`src/rtl/argmax_stream.sv`:
```
// Streaming argmax/argmin over a registered vector of N signed scores,
// scanning LANES elements per cycle and holding the winner until it is taken.
module argmax_stream #(
    parameter int N     = 10,
    parameter int W     = 26,
    parameter int LANES = 1,
    parameter int IW    = $clog2(N)
) (
    input  logic              clk,
    input  logic              GlobalReset,
    input  logic              in_valid,
    output logic              in_ready,
    input  logic [N*W-1:0]    in_nums,
    input  logic              in_mode,
    output logic              out_valid,
    input  logic              out_ready,
    output logic [IW-1:0]     out_index,
    output logic [W-1:0]      out_value,
    output logic              busy,
    output logic [1:0]        dbg_state_o
);

    // Handshakes: a transfer happens on a rising clk edge where valid and ready
    // are both high; valid never depends on ready, and DONE holds its outputs
    // stable until out_ready is seen.

    localparam int PW = $clog2(N + LANES + 1);

    typedef enum logic [1:0] {
        S_IDLE = 2'd0,
        S_SCAN = 2'd1,
        S_DONE = 2'd2
    } state_t;

    state_t               state_q, state_d;
    logic [N*W-1:0]       vec_q, vec_d;
    logic                 mode_q, mode_d;
    logic signed [W-1:0]  best_q, best_d;
    logic [IW-1:0]        idx_q, idx_d;
    logic [PW-1:0]        ptr_q, ptr_d;

    logic signed [W-1:0]  elems [N];
    logic signed [W-1:0]  cand_val;
    logic [IW-1:0]        cand_idx;
    logic signed [W-1:0]  elem;
    logic [IW-1:0]        lane_c;
    logic                 better;
    int                   lane;

    always_comb begin
        for (int i = 0; i < N; i++) begin
            elems[i] = vec_q[i*W +: W];
        end
    end

    // Lanes are folded in ascending index order, so a strict compare keeps the
    // lowest index on ties; lanes beyond N-1 never win.
    always_comb begin
        cand_val = best_q;
        cand_idx = idx_q;
        elem     = '0;
        lane_c   = '0;
        better   = 1'b0;
        lane     = 0;
        for (int l = 0; l < LANES; l++) begin
            lane   = int'(ptr_q) + l;
            lane_c = (lane < N) ? IW'(lane) : IW'(N - 1);
            elem   = elems[lane_c];
            better = mode_q ? (elem < cand_val) : (elem > cand_val);
            if ((lane < N) && better) begin
                cand_val = elem;
                cand_idx = lane_c;
            end
        end
    end

    always_comb begin
        state_d = state_q;
        vec_d   = vec_q;
        mode_d  = mode_q;
        best_d  = best_q;
        idx_d   = idx_q;
        ptr_d   = ptr_q;
        case (state_q)
            S_IDLE: begin
                if (in_valid) begin
                    vec_d   = in_nums;
                    mode_d  = in_mode;
                    best_d  = in_nums[W-1:0];
                    idx_d   = '0;
                    ptr_d   = PW'(1);
                    state_d = S_SCAN;
                end
            end
            S_SCAN: begin
                best_d = cand_val;
                idx_d  = cand_idx;
                ptr_d  = ptr_q + PW'(LANES);
                if (int'(ptr_q) + LANES >= N) begin
                    state_d = S_DONE;
                end
            end
            S_DONE: begin
                if (out_ready) begin
                    state_d = S_IDLE;
                end
            end
            default: state_d = S_IDLE;
        endcase
    end

    always_ff @(posedge clk or negedge GlobalReset) begin
        if (!GlobalReset) begin
            state_q <= S_IDLE;
            vec_q   <= '0;
            mode_q  <= 1'b0;
            best_q  <= '0;
            idx_q   <= '0;
            ptr_q   <= '0;
        end else begin
            state_q <= state_d;
            vec_q   <= vec_d;
            mode_q  <= mode_d;
            best_q  <= best_d;
            idx_q   <= idx_d;
            ptr_q   <= ptr_d;
        end
    end

    assign in_ready    = (state_q == S_IDLE);
    assign out_valid   = (state_q == S_DONE);
    assign busy        = (state_q != S_IDLE);
    assign out_index   = idx_q;
    assign out_value   = best_q;
    assign dbg_state_o = state_q;

endmodule

```
`config.mk`:
```
export PLATFORM = sky130hd
export DESIGN_NAME = argmax_stream
export DESIGN_NICKNAME = d
export VERILOG_FILES = /design/src/rtl/argmax_stream.sv
export SDC_FILE = /design/constraint.sdc
export NUM_CORES = 1
export LEC_CHECK = 0
export ABC_AREA = 1
export CORE_MARGIN = 4
export CORE_UTILIZATION = 30
export DETAILED_ROUTE_END_ITERATION = 10
export DONT_BUFFER_PORTS = 1
export PLACE_DENSITY_LB_ADDON = 0.2
export REMOVE_ABC_BUFFERS = 1
export SLEW_MARGIN = 15
export SYNTH_ARGS = -nofsm -noshare
export SYNTH_HDL_FRONTEND = slang
export SYNTH_SLANG_ARGS = --single-unit
```
`constraint.sdc`:
```
create_clock -name clk -period 3.4 [get_ports clk]
set_input_delay 0.51 -clock clk [delete_from_list [all_inputs] [get_ports clk]]
set_output_delay 0.51 -clock clk [all_outputs]
set_load 0.05 [all_outputs]
```
== Word-level counts from Yosys, hierarchy flattened ==
Cells that the tools add are included.

* Shift operators: 0
* $lt $le $gt $ge: 5
* Divide/modulo/power cells: 0
* Reduce and logical (&&, ||, !) cells: 8
* Muxes and demuxes: 17
* Bitwise gates (word level): 1
* Add/subtract/negate cells: 2
* Multiply operators: 0
* Equal/unequal tests: 6

{| class="wikitable"
|+ Operators by type and width
! operator !! count
|-
| binary-select mux 26 bit (select 4 bit) || 1
|-
| 2-to-1 mux 26 bit || 4
|-
| case mux 26 bit (2 select lines) || 1
|-
| > comparator 26 bit || 1
|-
| < comparator 26 bit || 1
|-
| 2-to-1 mux 4 bit || 4
|-
| case mux 4 bit (2 select lines) || 2
|-
| 2-to-1 mux 2 bit || 3
|-
| != test 2 bit, second input constant || 3
|-
| case mux 2 bit (3 select lines) || 1
|-
| AND reduction 3 bit || 2
|-
| adder 4 x 1 -> 5 bit, second input constant || 1
|-
| greater-or-equal comparator 5 x 4 -> 1 bit, second input constant || 1
|-
| greater-or-equal comparator 5 bit, second input constant || 1
|-
| NOT 4 -> 5 bit || 1
|-
| adder 4 x 1 -> 4 bit, second input constant || 1
|-
| < comparator 4 bit, second input constant || 1
|-
| AND reduction 2 bit || 2
|-
| nonzero test 2 bit || 2
|-
| equality test 2 x 1 -> 1 bit, second input constant || 1
|-
| equality test 2 bit, second input constant || 1
|-
| zero test 2 bit || 1
|-
| != test 2 x 1 -> 1 bit, second input constant || 1
|-
| logical AND 1 bit || 1
|-
| 2-to-1 mux 1 bit || 1
|}

* Bits in read-only memories: 0
* Input bits: 265
* Memories kept: 0
* Latch bits: 0
* Output and inout bits: 35
* Word-level logic and storage cells: 45
* RAM bits: 0
* Register bits: 297

== Depth between registers and ports, before layout ==
Gate-level depths: netlist of run 1.

* Depth in word-level cells: 11
* Gate-level depth with buffers: 28
* Mapped depth without buffers: 25

== Worst setup path after synthesis of run 1 ==
OpenSTA, ideal clock, no wires.

* Path type: register to register
* From: register ptr_q[1]
* To: register best_q[10] (netlist: out_value[10])
* Period minus slack after synthesis: 2.924 ns
* Required time: 3.282 ns
* Stages on the path, launching flop included: 25
* Library setup time: 0.118 ns
* Path buffers: 3
* Data arrival time: 2.805 ns
* Slack: 0.476 ns
* Cells stage by stage: dfrtp_1 -> inv_1 -> nor2_4 -> inv_2 -> buf_2 -> buf_2 -> nand3_1 -> nand2_1 -> nand2_1 -> and3_1 -> ha_1 -> nand2_1 -> nor2_1 -> inv_1 -> nor3_2 -> nand2_1 -> nand3_1 -> nand3_1 -> nand2_1 -> inv_1 -> nand2_1 -> nand2_1 -> buf_2 -> nand2_1 -> nand2_1

* Cells in the longest elaborated chain, start to end: 11
* Elaborated cells between the ends (all ways): 14

{| class="wikitable"
|+ RTL lines
! item !! RTL line !! text
|-
| from (decl) || 40 || <nowiki>logic [PW-1:0] ptr_q, ptr_d;</nowiki>
|-
| from (signal assigned) || 126 || <nowiki>ptr_q <= ptr_d;</nowiki>
|-
| < comparator 4 bit || 67, 70 ||
|-
| 2-to-1 mux 4 bit || 67 || <nowiki>lane_c = (lane < N) ? IW'(lane) : IW'(N - 1);</nowiki>
|-
| NOT 4 -> 5 bit (not written as such) || 68 || <nowiki>elem = elems[lane_c];</nowiki>
|-
| binary-select mux 26 bit (select 4 bit) || 68 ||
|-
| 2-to-1 mux 26 bit (not written as such) (2 in a row) || 68 ||
|-
| > comparator 26 bit or < comparator 26 bit (tied branches) || 69 || <nowiki>better = mode_q ? (elem < cand_val) : (elem > cand_val);</nowiki>
|-
| 2-to-1 mux 1 bit || 69 ||
|-
| logical AND 1 bit || 70 || <nowiki>if ((lane < N) && better) begin</nowiki>
|-
| != test 2 bit (no line) || n/a ||
|-
| AND reduction 3 bit (no line) || n/a ||
|-
| to (signal assigned) || 124 || <nowiki>best_q <= best_d;</nowiki>
|-
| to (decl) || 38 || <nowiki>logic signed [W-1:0] best_q, best_d;</nowiki>
|}

Several ways; a longest one is shown, not always the timed one. The select of a mux whose other input is x is not followed.
A chain may end at the register's enable or synchronous reset.

== Final worst setup path of run 1 ==
Ends and elaborated chain as after synthesis.

==> key figures, run 1 <==
Setup path
  – Crit start category: flip-flop
  – Reg-to-reg critical path startpoint: ptr_q[1]
  – CP max-delay cell: dfrtp_1
  – Crit Path Class: reg -> reg
  – Crit Path Max Fanout: 41
  – R2R depth: 26
  – Cell mode on critical path: nand2_2
  – CP Capture Type: flip-flop
  – Worst R2R Setup Slack: -0.01 ns
  – Delay of the slowest critical-path stage: 0.41 ns
  – Reg-to-reg endpoint: out_value[10]
  – Crit path required time: 3.83 ns
  – Bufs and invs on worst path: 7
  – Crit path max-delay family: simple AND/OR/NAND/NOR gates
  – Arr. time, crit path: 3.84 ns

Global route
  – First-pass GRT wire length: 73.87 mm
  – Largest net degree at the start of global routing: 298
  – Initial antenna violation count: 1
  – Vias in the first global route: 12,629
  – All-layer global routing usage: 17.78%
  – Global route total overflow: 0

Die
  – Starting Density: 30.58%
  – Die Span Y: 229.5 microns
  – DIE WIDTH: 229.5 microns
  – IO Pins: 300
  – Die ar.: 0.05268 sq mm
  – Area of the core: 0.04815 sq mm
  – Rows: 80

Route
  – Post-DRT Antenna Nets: 0
  – WL/cell: 19.37 microns
  – Remaining DRCs: 0
  – First-pass DRT Iterations: 5
  – First DRT Iteration DRCs: 1,047
  – Vias per cell: 4.726
  – Vias: 13,002
  – DRT Wirelength: 53.29 mm

Logic synthesis
  – Post-Synthesis Cells: 2,044
  – Synth warnings: 0
  – Mapped Area: 0.01472 sq mm
  – Cell variety after synth: 26
  – Synth Area per Inst: 7.202 sq um
  – Sequential share of the synthesized area: 50.48%
  – Count of state elements after synthesis: 297

Clock tree
  – H-tree levels: 2
  – Clk sink count: 297
  – Clock-pin slew on the worst setup and hold paths: 0.06 ns
  – CTS Buf Count: 38
  – Root Buffer: clkbuf_16
  – CTS tree: done
  – Max Root-Sink Buffers: 3
  – Clock Latency Late Sink: 0.55 ns

Place
  – Routability cong.: 0.7785
  – Dpl hpwl: 31.99 mm
  – IO buf count: 0
  – Placed Instances: 2,650

Finish
  – Fillcell total: 5,087
  – Fin cells: 2,751
  – Share of cells above drive strength 1: 14.71%
  – Nets: 2,360
  – Area Growth Syn to Fin: 25.50%

Power and ir drop
  – LEAKAGE: 9.574 nW
  – PwrDens: 1316 mW/mm^2
  – Max VDD drop: 0.5555 mV

STA
  – Unrepaired setup endpoints after global routing: true
  – Final WS setup: -0.01076 ns
  – Skew final: 0.01652 ns
  – Crit path time final: 3.411 ns
  – Fin. Hold Viols: 297
  – Count of pins over their slew limit: 0
  – WHS: -0.3229 ns
  – Period Utilization, post-route: 100.3%
  – Fmax: 0.2932 GHz
  – Worst slew pin tran: 0.9571 ns
  – Setup violators final: 5
  – Max-slew headroom: 35.96%

Outcome
  – Status: complete, but fails checks
  – Failing checks: negative hold slack, negative setup slack

Hold path
  – Worst Hold Class: in -> async

Flow run
  – Max-Cap Viols: 0
## synthesized netlist by cell type, drive strengths merged
master | instances | area [sq um]
o211ai | 2 | 15.01
and3 | 26 | 162.7
clkinv | 1 | 3.750
o22ai | 3 | 18.77
dfrtp | 297 | 7432
nor3b | 1 | 7.510
buf | 45 | 245.2
a21o | 1 | 7.510
inv | 83 | 311.6
ha | 28 | 350.3
nor2 | 26 | 105.1
clkbuf | 72 | 270.3
nor3 | 1 | 10.01
o21ai | 62 | 310.3
a21oi | 55 | 275.3
nand2 | 1220 | 4582
nand3 | 118 | 590.6
and2 | 1 | 6.260
xor2 | 2 | 17.52
## sequential cells by signal (all words and copies together) (netlist names)
| register | count |
|---|---|
| out_index | 4 |
| dbg_state_o | 2 |
| vec_q | 260 |
| out_value | 26 |
| mode_q | 1 |
| ptr_q | 4 |
## layer usage
metal | vias up | track usage (%) | wire length (microns)
li1 | 6368 | - | -
met1 | 6234 | 24.24 | 24170
met2 | 326 | 28.94 | 25270
met3 | 74 | 3.429 | 2510
met4 | 0 | 4.983 | 1349
met5 | - | 0 | 0
## through the flow
stage | TNS (ns) | power (mW) | instance area (sq um) | worst slack, ns | utilization [%]
global route | -4.463 | 26.32 | 18480 | -0.1772 | 38.37
global placement | 0 | 16.61 | 15760 | 0.03799 | 32.72
floorplan | -2517.55 | 13.13 | 14210 | -9.729 | -
detailed placement | 0 | 16.75 | 15760 | 0.02857 | 32.72
finish | -0.03394 | 24.32 | 18480 | -0.01076 | 38.37
CTS | 0 | 21.05 | 17020 | 0.002186 | 35.34
## area by class of cell
class                   count  area, sq um  share of cell area [%]
multi-input cells        1548         7247                   39.23
clock buffers              60         1167                   6.319
repair buffers             97         1338                   7.240
diodes                      1        2.502                 0.01354
flip-flops and latches    297         7433                   40.23
inverters                  84        356.6                   1.930
clock inverters             7        93.84                  0.5079
well taps                 656        820.8                   4.443
repair inverters            1        16.27                 0.08804
## placed cells by master, fill, tap and decap left out, types with 3 or more instances in the layout
master     instances
nor2_1            17
ha_1              10
nand3_1          106
buf_12             8
clkbuf_8           7
ha_4              18
o22ai_1            3
buf_16             6
nor2_2             3
clkbuf_16         60
buf_4             52
nand2_1         1149
nand3_2           11
nand2_8            4
and3_4            23
nand2_2           58
clkbuf_1          12
inv_2              5
buf_6              9
nor2_4             6
nand2_4           11
a21oi_1           48
buf_8              3
inv_1             74
o21ai_0           33
dfrtp_1          296
a21oi_2            7
o21ai_1           28
## worst max-delay path by stage
stage,from,end,slack (ns),cells after the start
2_1_floorplan,dbg_state_o[1],ptr_q[2],-9.73,6
3_3_place_gp,ptr_q[1],out_value[9],0.04,23
3_5_place_dp,ptr_q[1],out_value[5],0.03,25
4_1_cts,ptr_q[1],out_value[5],0.002,25
5_1_grt,ptr_q[1],out_index[1],-0.18,26
6_report,ptr_q[1],out_value[10],-0.01,26
## cell families after synthesis
group | share of synthesized area (%)
AOI/OAI and AO/OA | 4.258
DFF | 50.48
adders and majority gates | 2.380
buffers and inverters | 5.643
xor gates and xnor gates | 0.1190
and+or+nand+nor | 37.12
## report_power, final
part	switching (mW)	total, mW	internal [mW]
combinational	8.38	13.9	5.55
clock	1.62	4.12	2.50
sequential	1.05	6.27	5.22
total	11.0	24.3	13.3
## what timing repair did
action | 4_1_cts | 5_1_grt
endpoints found under the hold margin | 297 | 297
buffers inserted | 0 | 6
endpoints found under the setup margin | 0 | 30
resized for setup | 0 | 198
Note: power is estimated with default switching activity, not from simulation.
==> inputs of run 2 (changes only) <==
--- a/config.mk
+++ b/config.mk
@@ -12,6 +12,7 @@
 export DONT_BUFFER_PORTS = 1
 export PLACE_DENSITY_LB_ADDON = 0.2
 export REMOVE_ABC_BUFFERS = 1
+export SETUP_SLACK_MARGIN = 0.3
 export SLEW_MARGIN = 15
 export SYNTH_ARGS = -nofsm -noshare
 export SYNTH_HDL_FRONTEND = slang
==> run 2 against run 1 <==
The run ends with negative hold slack left. Global-route usage rose by 0.46 points. Flip-flop and latch count did not move. Clock-buffer cell count did not move. Clock skew barely moved. Die area did not move. Cell count barely moved. Clock power barely moved. Register-to-register slack improved by 0.07 ns. Sequential power barely moved. Total power rose by 1.7%. Core utilization rose by 0.25 points. Worst hold slack improved by 0.00092 ns.
==> key figures, run 2 (synthesis results as in run 1) <==
Power and ir drop
  – Max VDD drop: 0.5454 mV
  – PwrDens: 1329 mW/mm^2
  – LEAKAGE: 9.662 nW

Route
  – First DRT Iteration DRCs: 1,027
  – Vias: 12,901
  – Remaining DRCs: 0
  – Vias per cell: 4.688
  – Post-DRT Antenna Nets: 0
  – First-pass DRT Iterations: 5
  – DRT Wirelength: 53.24 mm
  – WL/cell: 19.34 microns

Setup path
  – Crit Path Class: reg -> reg
  – CP Capture Type: flip-flop
  – Arr. time, crit path: 3.78 ns
  – Crit path required time: 3.84 ns
  – Crit start category: flip-flop
  – Crit Path Max Fanout: 9

Finish
  – Fillcell total: 5,034
  – Top reg by flops: vec_q
  – Fin cells: 2,752
  – Nets: 2,361
  – Most frequent cells in the layout: 1,156 x nand2_1, 296 x dfrtp_1, 104 x nand3_1
  – Most common cell after layout, fill and taps aside: nand2_1
  – Share of cells above drive strength 1: 14.46%
  – Number of flip-flops in the largest register: 260
  – Area Growth Syn to Fin: 26.33%

Die
  – Die ar.: 0.05268 sq mm
  – Starting Density: 30.58%
  – Area of the core: 0.04815 sq mm
  – Rows: 80
  – DIE WIDTH: 229.5 microns
  – IO Pins: 300
  – Die Span Y: 229.5 microns

STA
  – Period Utilization, post-route: 98.39%
  – Setup violators final: 0
  – Fmax: 0.2989 GHz
  – Count of pins over their slew limit: 0
  – Skew final: 0.01671 ns
  – Setup TNS Final: 0 ns
  – Max-slew headroom: 35.96%
  – Fin. Hold Viols: 297
  – Crit path time final: 3.345 ns
  – Worst slew pin tran: 0.9571 ns
  – Unrepaired setup endpoints after global routing: true
  – WHS: -0.3220 ns

Place
  – Routability cong.: 0.7785
  – IO buf count: 0
  – Dpl hpwl: 31.99 mm
  – Placed Instances: 2,650

Global route
  – Global route total overflow: 0
  – All-layer global routing usage: 18.23%
  – Initial antenna violation count: 1
  – First-pass GRT wire length: 75.26 mm
  – Vias in the first global route: 12,691
  – Largest net degree at the start of global routing: 298

Flow run
  – Max-Cap Viols: 0

Hold path
  – Worst Hold Class: in -> async

Clock tree
  – Max Root-Sink Buffers: 3
  – Clk sink count: 297
  – Root Buffer: clkbuf_16
  – Clock-pin slew on the worst setup and hold paths: 0.06 ns
  – H-tree levels: 2
  – CTS Buf Count: 38
  – CTS tree: done
  – Clock Latency Late Sink: 0.55 ns

Outcome
  – Status: complete, but fails checks
  – Failing checks: negative hold slack
run 2: layer usage:
metal / vias up / track usage, % / wire [microns]
met3: 64 / 3.566 / 2652
met4: 0 / 4.755 / 1063
met2: 300 / 30.03 / 25650
met5: - / 0 / 0
li1: 6369 / - / -
met1: 6168 / 24.69 / 23870
run 2: where the power goes:
group / internal (mW) / leakage, nW / total [mW] / switching, mW
sequential: 5.22 / 3.70 / 6.28 / 1.06
clock: 2.50 / 0.611 / 4.12 / 1.61
combinational: 5.82 / 5.35 / 14.3 / 8.50
run 2: worst max-delay path: stages (launching register included):
cell	delay [ns]
dfrtp_1	0.41
o21ai_2	0.15
buf_6	0.16
nand2_8	0.12
buf_12	0.18
clkbuf_16	0.18
nand2_4	0.06
nand3_2	0.06
nand2_1	0.08
nand2_1	0.05
and3_4	0.18
ha_4	0.27
nand2_4	0.04
nor2_4	0.12
nand2_4	0.08
nor3_4	0.14
nand2_2	0.10
nand3_2	0.10
nand3_2	0.09
nand2_2	0.07
inv_2	0.04
nand2_4	0.12
nand2_8	0.10
clkbuf_16	0.19
nand2_1	0.06
nand2_1	0.06
run 2: final cells by class:
| cell class | count | area (sq um) | area share [%] |
|---|---|---|---|
| Clock buffer | 60 | 1167 | 6.277 |
| Timing Repair Buffer | 100 | 1449 | 7.791 |
| Inverter | 84 | 356.6 | 1.917 |
| Clock inverter | 7 | 93.84 | 0.5046 |
| Multi-Input combinational cell | 1547 | 7274 | 39.11 |
| Tap cell | 656 | 820.8 | 4.413 |
| Sequential cell | 297 | 7433 | 39.97 |
| Antenna cell | 1 | 2.502 | 0.01346 |
run 2: final timing paths:
kind                              startpoint            end  slack, ns  cells after the start
worst max register to register      ptr_q[1]  out_value[16]       0.05                     25
min in group clk                in_nums[208]     vec_q[208]       0.07                      2
worst min-delay path             GlobalReset      vec_q[55]      -0.32                      0
max in group asynchronous        GlobalReset       ptr_q[3]       3.21                      0
worst min register to register    vec_q[128]     vec_q[128]       0.48                      2
worst max-delay path                ptr_q[1]  out_value[16]       0.05                     25
run 2: per-stage QoR:
step                      utilization (%)  power [mW]  cell area (sq um)  worst slack (ns)
after floorplan                         -       13.13              14210            -9.729
after global placement              32.72       16.61              15760           0.03799
after detailed placement            32.72       16.75              15760           0.02857
after CTS                           35.72       21.50              17200           0.03836
after global routing                38.63       26.70              18600           -0.1504
final                               38.63       24.72              18600           0.05490
run 2: timing repair:
| item | in CTS | in global routing |
|---|---|---|
| hold endpoints to repair | 297 | 297 |
| setup endpoints to repair | 30 | 30 |
| pin swaps | 0 | 37 |
| resized for setup | 16 | 185 |
| setup buffers | 0 | 11 |
| gates cloned | 4 | 19 |
